`config.mk`:
```
export PLATFORM = sky130hd
export DESIGN_NAME = fp_wb_arbiter
export DESIGN_NICKNAME = d
export VERILOG_FILES = /design/src/rtl/fp_wb_arbiter.sv
export SDC_FILE = /design/constraint.sdc
export NUM_CORES = 1
export LEC_CHECK = 0
export ABC_AREA = 1
export ABC_CLOCK_PERIOD_IN_PS = 2300
export CAP_MARGIN = 20
export CORE_ASPECT_RATIO = 1.1
export CORE_MARGIN = 5
export CORE_UTILIZATION = 35
export DETAILED_ROUTE_END_ITERATION = 7
export PLACE_DENSITY = 0.85
export SKIP_LAST_GASP = 1
export SYNTH_ARGS = -nofsm -noshare
export SYNTH_HDL_FRONTEND = slang
export SYNTH_SLANG_ARGS = --single-unit
```
`constraint.sdc`:
```
create_clock -name clk -period 2.3 [get_ports clk]
set_clock_uncertainty 0.05 [all_clocks]
set_input_delay 0.46 -clock clk [delete_from_list [all_inputs] [get_ports clk]]
set_output_delay 0.46 -clock clk [all_outputs]
set_load 0.1 [all_outputs]
```
`src/rtl/fp_wb_arbiter.sv`:
```
// fp_wb_arbiter
// Round-robin arbiter for the single write port of the 32x64 FP register
// file. N_REQ producers (adder, multiplier, divider, FP load) offer results
// through a valid/ready handshake. The winner's result is registered and
// drives regWr/rW/busW one cycle later. Writes to r0 are consumed but never
// enabled. A saturating counter records cycles with two or more pending
// requests.
//
// Ports
//   clk             clock, rising edge
//   reset           asynchronous active-low reset
//   wb_stall        write port reserved this cycle: no grant
//   req_valid       per-requester result pending
//   req_rd          destination indices, slice i = [i*ADDR_W +: ADDR_W]
//   req_data        result data,         slice i = [i*DATA_W +: DATA_W]
//   req_ready       one-hot combinational grant
//   regWr/rW/busW   registered register-file write port
//   contention_cnt  saturating count of cycles with >= 2 valid requests
module fp_wb_arbiter #(
  parameter int N_REQ  = 4,
  parameter int ADDR_W = 5,
  parameter int DATA_W = 64,
  parameter int CNT_W  = 16
) (
  input  logic                      clk,
  input  logic                      reset,
  input  logic                      wb_stall,
  input  logic [N_REQ-1:0]          req_valid,
  input  logic [N_REQ*ADDR_W-1:0]   req_rd,
  input  logic [N_REQ*DATA_W-1:0]   req_data,
  output logic [N_REQ-1:0]          req_ready,
  output logic                      regWr,
  output logic [ADDR_W-1:0]         rW,
  output logic [DATA_W-1:0]         busW,
  output logic [CNT_W-1:0]          contention_cnt
);

  localparam int PTR_W = (N_REQ > 1) ? $clog2(N_REQ) : 1;

  logic [PTR_W-1:0]  rr_ptr;
  logic [PTR_W-1:0]  grant_idx;
  logic [PTR_W-1:0]  next_ptr;
  logic              grant_any;
  logic [ADDR_W-1:0] sel_rd;
  logic [DATA_W-1:0] sel_data;
  logic              contended;

  // Search from rr_ptr upward with wrap; the first valid requester wins.
  // Only req_valid, wb_stall and rr_ptr feed the grant.
  always_comb begin
    int idx;
    idx       = 0;
    req_ready = '0;
    grant_idx = '0;
    grant_any = 1'b0;
    if (!wb_stall) begin
      for (int k = 0; k < N_REQ; k++) begin
        idx = int'(rr_ptr) + k;
        if (idx >= N_REQ) idx = idx - N_REQ;
        if (!grant_any && req_valid[idx]) begin
          grant_any      = 1'b1;
          req_ready[idx] = 1'b1;
          grant_idx      = PTR_W'(idx);
        end
      end
    end
  end

  assign sel_rd   = req_rd[int'(grant_idx)*ADDR_W +: ADDR_W];
  assign sel_data = req_data[int'(grant_idx)*DATA_W +: DATA_W];

  // Explicit wrap so non-power-of-two N_REQ still cycles correctly.
  assign next_ptr = (grant_idx == PTR_W'(N_REQ-1)) ? '0 : grant_idx + 1'b1;

  assign contended = ($countones(req_valid) >= 2);

  always_ff @(posedge clk or negedge reset) begin
    if (!reset) begin
      regWr          <= 1'b0;
      rW             <= '0;
      busW           <= '0;
      rr_ptr         <= '0;
      contention_cnt <= '0;
    end else begin
      // A grant always implies a transfer because grants only land on valid bits.
      // rd=0 is consumed and recorded on rW/busW, but the write is suppressed.
      regWr <= grant_any && (sel_rd != '0);
      if (grant_any) begin
        rW     <= sel_rd;
        busW   <= sel_data;
        rr_ptr <= next_ptr;
      end
      if (contended && (contention_cnt != '1))
        contention_cnt <= contention_cnt + 1'b1;
    end
  end

endmodule

```
# After elaboration in Yosys (flattened, before gate mapping)
# Index checks and enable logic that the tools add are counted.
# totals
rom_bits,0
ff_bits,88
elab_cells,101
latchBits,0
mem_bits_rw,0
mem_count,0
in_bits,283
# op_classes
eq_ne,2
addsub,12
shifts,2
n_mux,50
mul,1
reduce_logical,13
order_cmp,13
div_mod_pow,0
bitwise,3
# ops
operator,count
two-way mux 32 bit,8
indexed part select 256 x 9 -> 64 bit,1
>= comparator 32 x 1 -> 1 bit (second input constant),4
less-than comparator 32 x 4 -> 1 bit (second input constant),4
two-way mux 4 bit,8
two-way mux 1 bit,20
indexed part select 20 x 6 -> 5 bit,1
adder 16 x 1 -> 16 bit (second input constant),1
!= test 16 bit (second input constant),1
two-way mux 2 bit,6
bitwise OR 4 bit,3
subtractor 3 x 3 -> 4 bit (second input constant),3
>= comparator 3 bit (second input constant),3
logical AND 1 bit,9
binary-select mux 1 bit (select 2 bit),4
demux 1 bit (select 2 bit),4
adder 2 x 2 -> 3 bit (second input constant),2
multiplier 2 x 3 -> 5 bit (second input constant),1
nonzero test 5 bit,1
adder 1 x 1 -> 2 bit,2
subtractor 2 x 3 -> 4 bit (second input constant),1
adder 2 x 1 -> 3 bit (second input constant),1
adder 2 x 2 -> 3 bit,1
>= comparator 2 x 3 -> 1 bit (second input constant),1
4 further kinds,6

# Depth between registers and ports, before layout
# Gate-level depths: netlist of run 1.
# logic_depth
word_depth,24
mapped_depth,17
ltp_nobuf,16

# Worst setup path before layout of run 1
# OpenSTA, ideal clock, no wires.
# synth_timing
kind,reg2out
from,register rr_ptr[1]
to,output port req_ready[1]
slack_ns,-0.378
stages_incl_launch_ff,12
path_buffers,0
arrival_time_ns,2.168
required_ns,1.790
cell_sequence,dfrtp_1 inv_1 ha_1 inv_1 nand3_2 nand2_4 nand3_1 o22ai_1 a21oi_1 o21ai_0 nand2_1 inv_1
# synth_via
elab_chain_cells,20
word_cells_on_any_way,74
classes_between,7 x add/sub; 12 x order compare; 42 x mux; 3 x bitwise; 10 x reduce/logical
# synth_rtl
item,line,rtl
from (decl),40,logic [PTR_W-1:0] rr_ptr;
from (signal assigned),91,rr_ptr <= next_ptr;
branches (longest 18 deep; another with >= comparator 32 x 1 -> 1 bit),--,
two-way mux 4 bit *,60,if (!grant_any && req_valid[idx]) begin
two-way mux 4 bit *,56,if (!wb_stall) begin
to (decl),31,"output logic [N_REQ-1:0] req_ready,"
# Every way passes the cells marked *. The select of a mux whose other input is x is not followed.

# Final worst setup path of run 1
# layout_timing
from,register rr_ptr[1]
to,output port req_ready[3]
# Same word-level chain as after synthesis.

==> results of run 1 <==
[final timing paths]
path | start | to
setup / recovery | rr_ptr[1] | req_ready[3]
hold / removal | contention_cnt[0] | contention_cnt[0]
setup reg to reg | rr_ptr[1] | busW[9]
hold reg to reg | contention_cnt[0] | contention_cnt[0]
max in group asynchronous | reset | contention_cnt[11]
min in group asynchronous | reset | busW[11]
[power groups by stage]
stage,logic (W),clock network (W),registers (W)
final,0.0188,0.00167,0.00279
after global routing,0.0197,0.00175,0.00288
after CTS,0.0178,0.00169,0.00276
after detailed placement,0.0145,0,0.00278
after global placement,0.0143,0,0.00275
after floorplan,0.00538,0,0.00774
[Yosys cell counts (20+ instances only)]
cell / count
a21oi_2: 61
a31oi_1: 64
buf_2: 24
clkbuf_1: 20
dfrtp_1: 88
inv_1: 93
nand2_1: 55
nand3_1: 23
nor2_1: 77
o211ai_1: 65
o21ai_1: 64
or2_0: 40
or2_2: 24
[timing repair]
action / 4_1_cts / 5_1_grt
gates resized for setup: 70 / 103
cloned: 23 / 5
endpoints found under the hold margin: 17 / 0
setup buffers: 22 / 20
hold buffers: 1 / 0
endpoints found under the setup margin: 55 / 78
pin swaps: 35 / 72
[worst max-delay path, stage by stage, from the launching register on]
cell and delay [ns]:
dfrtp_1 0.40, inv_2 0.08, buf_4 0.10, buf_4 0.13
nand3_2 0.10, nand2_4 0.13, buf_6 0.13, nor2_4 0.04
buf_4 0.13, a22oi_2 0.11, o21ai_1 0.08, o21ai_1 0.16
inv_2 0.06, buf_12 0.16
[layer usage]
metal / track usage, % / wire [um] / up-vias
li1: - / - / 3689
met1: 30.62 / 11170 / 3732
met2: 46.97 / 15210 / 404
met3: 6.883 / 2450 / 102
met4: 13.19 / 1477 / 4
met5: 0 / 34 / -
[state kept, by name (all words and copies together), names as in the netlist]
register,flops
regWr,1
rW,5
busW,64
rr_ptr,2
contention_cnt,16
[cell usage in the layout, fill, tap and decap left out, types with 3 or more instances in the layout]
| master | n |
|---|---|
| o21ai_2 | 10 |
| ha_1 | 4 |
| nand4_1 | 12 |
| clkinvlp_4 | 4 |
| dfrtp_2 | 5 |
| clkdlybuf4s50_1 | 277 |
| dlygate4sd2_1 | 4 |
| or2_0 | 38 |
| nand3_1 | 13 |
| dfrtp_1 | 83 |
| nand3_4 | 4 |
| nand3_2 | 11 |
| buf_16 | 15 |
| a21oi_4 | 7 |
| inv_2 | 6 |
| a21oi_2 | 54 |
| nand2_1 | 44 |
| xnor2_1 | 4 |
| clkbuf_16 | 13 |
| nand2_2 | 16 |
| or2_2 | 11 |
| buf_8 | 8 |
| inv_1 | 83 |
| or2_4 | 13 |
| xor2_1 | 10 |
| buf_12 | 31 |
| o211ai_1 | 65 |
| a21oi_1 | 7 |
| nor2_1 | 76 |
| nor3_1 | 4 |
| buf_4 | 139 |
| nand2_4 | 3 |
| buf_6 | 25 |
| a31oi_1 | 64 |
| o21ai_1 | 65 |
[kinds of logic after synthesis]
| family | share of synthesized area, % |
|---|---|
| muxes | 0.1776 |
| buffers and inverters | 11.51 |
| AOI/OAI and AO/OA | 29.71 |
| xor gates and xnor gates | 1.934 |
| DFF | 34.74 |
| and+or+nand+nor | 20.63 |
| adders and majority gates | 1.303 |
[through the flow]
stage | instances | utilization [%] | setup TNS, ns
after CTS | 1486 | 67.68 | -16.54
after global routing | 1502 | 69.75 | -25.58
after detailed placement | 1424 | 59.63 | -31.57
after global placement | 1424 | 59.63 | -27.02
after floorplan | 802 | - | -0.05327
final | 1502 | 69.75 | -16.72
[area by class of cell]
class	count	share of cell area, %
timing repair buffer	504	43.61
timing repair inverter	1	0.1315
inverter	96	3.317
clock buffer	12	2.073
tap	238	2.407
clock inverter	4	0.6168
sequential	88	17.85
multi-input combinational	559	29.99
==> flow_summary.toml, run 1 <==
[outcome]
status = "finished, violations left"
violations = "negative setup slack"

[worst_setup_path]
setup.worst_path.class = "flip-flop to output port"
crit_fanout = 5
cp-end-kind = "output port"
reg2reg_depth = 18
arrival_ns = 2.15
required_ns = 1.79
cp-start-kind = "flip-flop"
regToRegSetupSlack_ns = -0.32

[route]
finalWirelength_mm = 30.34
drt_pass1_iterations = 6
vias_per_cell = 5.280
drtIter0Drc = 415
vias = 7931
post-route-drc-count = 0
ant_nets = 0
post_drt_wl_per_cell_um = 20.20

[sta]
fmax_mhz = 376.3
min_period_ns = 2.658
hold_viol_final = 0
finalSetupViolCount = 75
fin_crit_sh_pct = 115.5
max_slew.worst_pin.slew_ns = 0.3962
rsz0062_at_grt = "true"
relSlewSlack_pct = 73.58
worst_hold_slack_ns = 0.4534
maxSlewViolCount = 0
fin_ws_ns = -0.3576

[global_route]
overflow = 0
grt_pass1_vias = 8119
antenna_found_initial = 2
grt_pass1_wl_mm = 44.10
grt_usage_pct = 26.81
grt_max_degree = 45

[synth]
yosys-top-cells-area = "dfrtp_1 35%, a21oi_2 8.4%, o211ai_1 7.7%"
synth_fp_nets = 1091
seq_area_frac_synth_pct = 34.74
synth_cell_types = 40
yosysTopAreaCell = "dfrtp_1"
ys.flop_type = "dfrtp_1"
ys_ff_latch = 88
netlist_instances = 802
ys_async_sr_fraction_pct = 100.0
synth_edf_count = 0
yosysTopAreaCellShare_pct = 34.74
syn_area_per_cell_um2 = 7.903
ys_warn_count = 0
synthesis.area_um2 = 6339

[layout]
syn_to_final_growth_pct = 95.20
nFillCells = 1302
drive_above_1_share_pct = 31.41
diodes = 0
regArea_um2 = 2208
multi_input_area_um2 = 3711
nets = 1548
fin_area_um2 = 12370

[die]
dieHeight_um = 151.1
initial_utilization_pct = 35.73
rows = 51
dieArea_um2 = 20900
boundaryPins = 373
core_area_um2 = 17740
fp.dieW_um = 138.3

[clock_network]
tritoncts = "built"
cts_max_path_buffers = 2
cts_buffers = 9
clock_latency_ns = 0.34
htree_levels = 3
cts-root-buf = "clkbuf_16"
cts.sinks = 88
clk_pin_slew_worst_paths_ns = 0.07

[pwr]
peakVddDrop_mv = 1.053
swShare_pct = 55.14
p_int_w = 0.01043
seqPwrFrac_pct = 12.0
power_leakage_nw = 5.182
finalPower_w = 0.02324
clockPowerShare_pct = 7.2
power_density_nw_per_um2 = 1878
switchingPower_w = 0.01281
power_frac_comb_pct = 80.8

[hold_path]
holdPathStages = 1
hp-class = "flip-flop to flip-flop"

[placed_design]
hpwl_mm = 20.03
gp_routability_congestion = 0.9054
place_ws_ns = -0.5382
io_buffers = 372
place_area_um2 = 10580

[job]
max_cap_violations = 0
Note: power is estimated with default switching activity, not from simulation.
==> run 2: changes to the inputs <==
--- a/config.mk
+++ b/config.mk
@@ -8,11 +8,11 @@
 export ABC_AREA = 1
 export ABC_CLOCK_PERIOD_IN_PS = 2300
 export CAP_MARGIN = 20
-export CORE_ASPECT_RATIO = 1.1
-export CORE_MARGIN = 5
-export CORE_UTILIZATION = 35
+export CORE_AREA = 5 5 143 145
 export DETAILED_ROUTE_END_ITERATION = 7
-export PLACE_DENSITY = 0.85
+export DIE_AREA = 0 0 148 150
+export DONT_BUFFER_PORTS = 1
+export PLACE_DENSITY = 0.56
 export SKIP_LAST_GASP = 1
 export SYNTH_ARGS = -nofsm -noshare
 export SYNTH_HDL_FRONTEND = slang
==> flow_summary.toml, run 2 (synthesis results as in run 1) <==
[die]
core_area_um2 = 19080
dieHeight_um = 150
initial_utilization_pct = 33.22
fp.dieW_um = 148
boundaryPins = 373
dieArea_um2 = 22200
rows = 51

[worst_setup_path]
reg2reg_from = "rr_ptr[0]"
reg2reg_to = "busW[18]"
cp-end-kind = "output port"
setup.worst_path.class = "flip-flop to output port"
required_ns = 1.79
arrival_ns = 2.19
cp-start-kind = "flip-flop"
reg2reg_depth = 16
crit_fanout = 6
regToRegSetupSlack_ns = -0.36

[layout]
largest-register = "busW"
syn_to_final_growth_pct = 37.82
final_cell_mix = "123 x buf_4, 85 x inv_1, 83 x dfrtp_1"
layout_commonest_cell = "buf_4"
drive_above_1_share_pct = 37.50
fin_area_um2 = 8736
layout.cells.non_filler = 1169
largestRegisters = "busW: 64 flops, contention_cnt: 16 flops, rW: 5 flops"
largest_register_ffs = 64
nets = 1212

[sta]
setup_tns_ns = -19.36
fin_ws_ns = -0.3990
rsz0062_at_grt = "true"
finalSetupViolCount = 74
max_slew.worst_pin.slew_ns = 0.3332
fin_crit_sh_pct = 117.3
min_period_ns = 2.699
hold_viol_final = 88
maxSlewViolCount = 0
worst_hold_slack_ns = -0.2443
fmax_mhz = 370.5
relSlewSlack_pct = 77.76

[outcome]
violations = "negative hold slack, negative setup slack"
status = "finished, violations left"

[global_route]
grt_pass1_wl_mm = 35.42
use_met1_pct = 24.73
grt_max_degree = 89
antenna_found_initial = 3
grt_pass1_vias = 6188
grt.met3_usage_pct = 5.482
grt_use_met2_pct = 36.20
overflow = 0
grt_usage_pct = 20.62
grt_busiest_layer = "met2"

[clock_network]
cts_max_path_buffers = 2
cts.sinks = 88
clock_latency_ns = 0.34
cts-root-buf = "clkbuf_16"
htree_levels = 3
tritoncts = "built"
clk_pin_slew_worst_paths_ns = 0.07
cts_buffers = 9

[placed_design]
io_buffers = 0
place_area_um2 = 7545
hpwl_mm = 16.61
gp_routability_congestion = 0.7965
dpl.cell_count = 1117

[route]
post_drt_wl_per_cell_um = 20.60
drtIter0Drc = 249
ant_nets = 0
post-route-drc-count = 0
finalWirelength_mm = 24.08
vias = 6273
drt_pass1_iterations = 5
vias_per_cell = 5.366

[job]
max_cap_violations = 0

[hold_path]
hp-class = "primary input to async pin"
## run 2: changes by cell type in the layout (fill, tap and decap cells not counted), moves of 10 or more
cell | before | now
clkdlybuf4s50_1 | 277 | 0
buf_4 | 139 | 123
buf_6 | 25 | 13
or2_4 | 13 | 3
buf_12 | 31 | 16
or2_2 | 11 | 23
o21ai_1 | 65 | 54
## run 2: how the worst max path moves through the flow
| stage | from | to | slack [ns] | cells after the start |
|---|---|---|---|---|
| final | rr_ptr[0] | req_ready[0] | -0.40 | 12 |
| after global routing | rr_ptr[0] | req_ready[0] | -0.52 | 13 |
| after CTS | rr_ptr[0] | req_ready[1] | -0.37 | 13 |
| after detailed placement | rr_ptr[0] | busW[49] | -0.11 | 14 |
| after global placement | rr_ptr[0] | busW[45] | -0.06 | 14 |
| after floorplan | rr_ptr[1] | req_ready[1] | -0.03 | 11 |
## run 2: layout make-up
type,count,area [um2]
inverter,96,389.1
sequential,88,2208
antenna,3,7.507
clock buffer,12,246.5
tap,238,297.8
clock inverter,4,30.03
fill,1882,10340
multi-input combinational,558,3646
timing repair buffer,170,1911
## run 2: routing by layer
metal	part of all wire [%]	wire length [um]	vias to the layer above
met1	39	9364	2911
met5	0	0	-
met4	2.1	494	0
met3	8.2	1978	36
met2	51	12240	303
li1	-	-	3023
## run 2: critical path: stages (launching register included)
cell	delay (ns)
dfrtp_1	0.38
inv_2	0.12
ha_4	0.23
inv_4	0.07
nand3_4	0.06
nand2_4	0.11
buf_4	0.13
nand4_4	0.09
buf_6	0.15
o21ai_1	0.13
nand2_1	0.10
clkinvlp_4	0.11
buf_12	0.17
## run 2: per-stage QoR
step	worst slack [ns]	utilization, %	hold WS [ns]
5_1_grt	-0.5192	45.75	-0.2692
4_1_cts	-0.3700	44.61	-0.2661
6_report	-0.3990	45.79	-0.2443
3_3_place_gp	-0.05775	39.54	0.1169
3_5_place_dp	-0.1106	39.54	0.1174
2_1_floorplan	-0.02664	-	0.1144
## run 2: what timing repair did
item	in CTS	in global routing
setup endpoints to repair	48	75
buffers inserted	13	5
cloned	14	1
gates resized for setup	43	46
pin swaps	21	35
endpoints found under the hold margin	88	88
Power of run 2 is left out: the tool's default activity adds up to more than one toggle a clock period on the data nets, which glitch-free logic cannot reach.
==> run 3: changes to the inputs <==
--- a/config.mk
+++ b/config.mk
@@ -13,6 +13,7 @@
 export DIE_AREA = 0 0 148 150
 export DONT_BUFFER_PORTS = 1
 export PLACE_DENSITY = 0.56
+export REMOVE_ABC_BUFFERS = 1
 export SKIP_LAST_GASP = 1
 export SYNTH_ARGS = -nofsm -noshare
 export SYNTH_HDL_FRONTEND = slang
==> flow_summary.toml, run 3 (synthesis results as in run 1) <==
[global_route]
overflow = 0
grt_pass1_vias = 6303
grt_max_degree = 89
antenna_found_initial = 2
grt_pass1_wl_mm = 35.84
grt_usage_pct = 20.80

[placed_design]
io_buffers = 0
gp_routability_congestion = 0.8442
dpl.cell_count = 1143
hpwl_mm = 17.19

[clock_network]
htree_levels = 3
cts-root-buf = "clkbuf_16"
clk_pin_slew_worst_paths_ns = 0.08
cts_max_path_buffers = 2
tritoncts = "built"
cts.sinks = 88
clock_latency_ns = 0.35
cts_buffers = 9

[worst_setup_path]
arrival_ns = 2.76
crit_chain = "inv_2 -> ha_4 -> inv_4 -> nand3_4 -> nand2_8 -> buf_4 -> buf_6 -> a21oi_2 -> nand2_2 -> nand3_4 -> buf_12 -> inv_12 -> bufbuf_16 -> buf_4 -> o211ai_1 -> a31oi_1"
crit_fanout = 6
max_stage_delay_ns = 0.38
cpLargestDelayFamily = "buffers and inverters"
cp-end-kind = "flip-flop"
worstSetupStartpoint = "rr_ptr[0]"
crit_buf_inv = 8
cp-start-kind = "flip-flop"
reg2reg_from = "rr_ptr[0]"
setup.worst_path.class = "flip-flop to flip-flop"
required_ns = 2.46
slowest_stage = "dfrtp_1"

[outcome]
status = "finished, violations left"
violations = "negative hold slack, negative setup slack"

[layout]
largestRegisters = "busW: 64 flops, contention_cnt: 16 flops, rW: 5 flops"
syn_to_final_growth_pct = 44.75
largest_register_ffs = 64
regArea_um2 = 2202
multi_input_area_um2 = 3602
final_cell_mix = "140 x buf_4, 88 x dfrtp_1, 86 x inv_1"
largest-register = "busW"
layout_commonest_cell = "buf_4"
nFillCells = 1825
layout.cells.non_filler = 1210
drive_above_1_share_pct = 37.59
nets = 1255

[sta]
worst_hold_slack_ns = -0.2525
fin_crit_sh_pct = 113.1
min_period_ns = 2.601
maxSlewViolCount = 0
relSlewSlack_pct = 74.60
hold_viol_final = 88
rsz0062_at_grt = "true"
fin_ws_ns = -0.3014
fmax_mhz = 384.4
finalSetupViolCount = 75
max_slew.worst_pin.slew_ns = 0.3776

[die]
initial_utilization_pct = 33.22
dieArea_um2 = 22200
fp.dieW_um = 148
rows = 51
dieHeight_um = 150
core_area_um2 = 19080
boundaryPins = 373

[route]
post_drt_wl_per_cell_um = 20.34
ant_nets = 0
vias_per_cell = 5.236
post-route-drc-count = 0
drt_pass1_iterations = 6
vias = 6335
finalWirelength_mm = 24.61
drtIter0Drc = 317

[hold_path]
hp-class = "primary input to async pin"

[job]
max_cap_violations = 0
[run 3: metrics by stage]
stage / setup WS [ns] / util [%] / TNS (ns) / area, um2 / hold slack (ns)
detailed placement: -0.1375 / 40.62 / -4.095 / 7750 / 0.1168
CTS: -0.2768 / 46.85 / -9.999 / 8939 / -0.2739
global route: -0.4504 / 48.09 / -26.21 / 9175 / -0.2823
finish: -0.3014 / 48.09 / -16.56 / 9175 / -0.2525
floorplan: -2.363 / - / -167.42 / 5974 / 0.1144
global placement: -0.07663 / 40.62 / -1.853 / 7750 / 0.1167
[run 3: area by class of cell]
cell class | instances | share of cell area [%]
diodes | 1 | 0.02727
multi-input cells | 559 | 39.26
flip-flops and latches | 88 | 24.00
well taps | 238 | 3.246
clock inverters | 7 | 0.8455
inverters | 96 | 4.241
repair buffers | 212 | 25.92
clock buffers | 9 | 2.455
[run 3: path summary, 6_finish.rpt]
path	to	cells past startpoint	slack (ns)
max reg2reg	busW[47]	16	-0.30
min reg2reg	contention_cnt[0]	1	0.49
max in group asynchronous	busW[17]	0	2.28
min in group clk	busW[49]	2	0.27
min	busW[10]	0	-0.25
max	busW[47]	16	-0.30
[run 3: repair_timing]
| action | in CTS | in global routing |
|---|---|---|
| gates cloned | 14 | 3 |
| hold endpoints to repair | 88 | 88 |
| pin swaps | 44 | 49 |
| setup buffers | 26 | 9 |
| setup endpoints to repair | 66 | 75 |
| resized for setup | 71 | 46 |
[run 3: layer usage]
metal / track usage (%) / vias to the layer above / share of wire, %
li1: - / 3098 / -
met1: 23.77 / 2955 / 38
met2: 37.22 / 257 / 52
met3: 7.874 / 23 / 8.4
met4: 4.249 / 2 / 1.0
met5: 0 / - / 0.053
Power of run 3 is left out for the same reason.
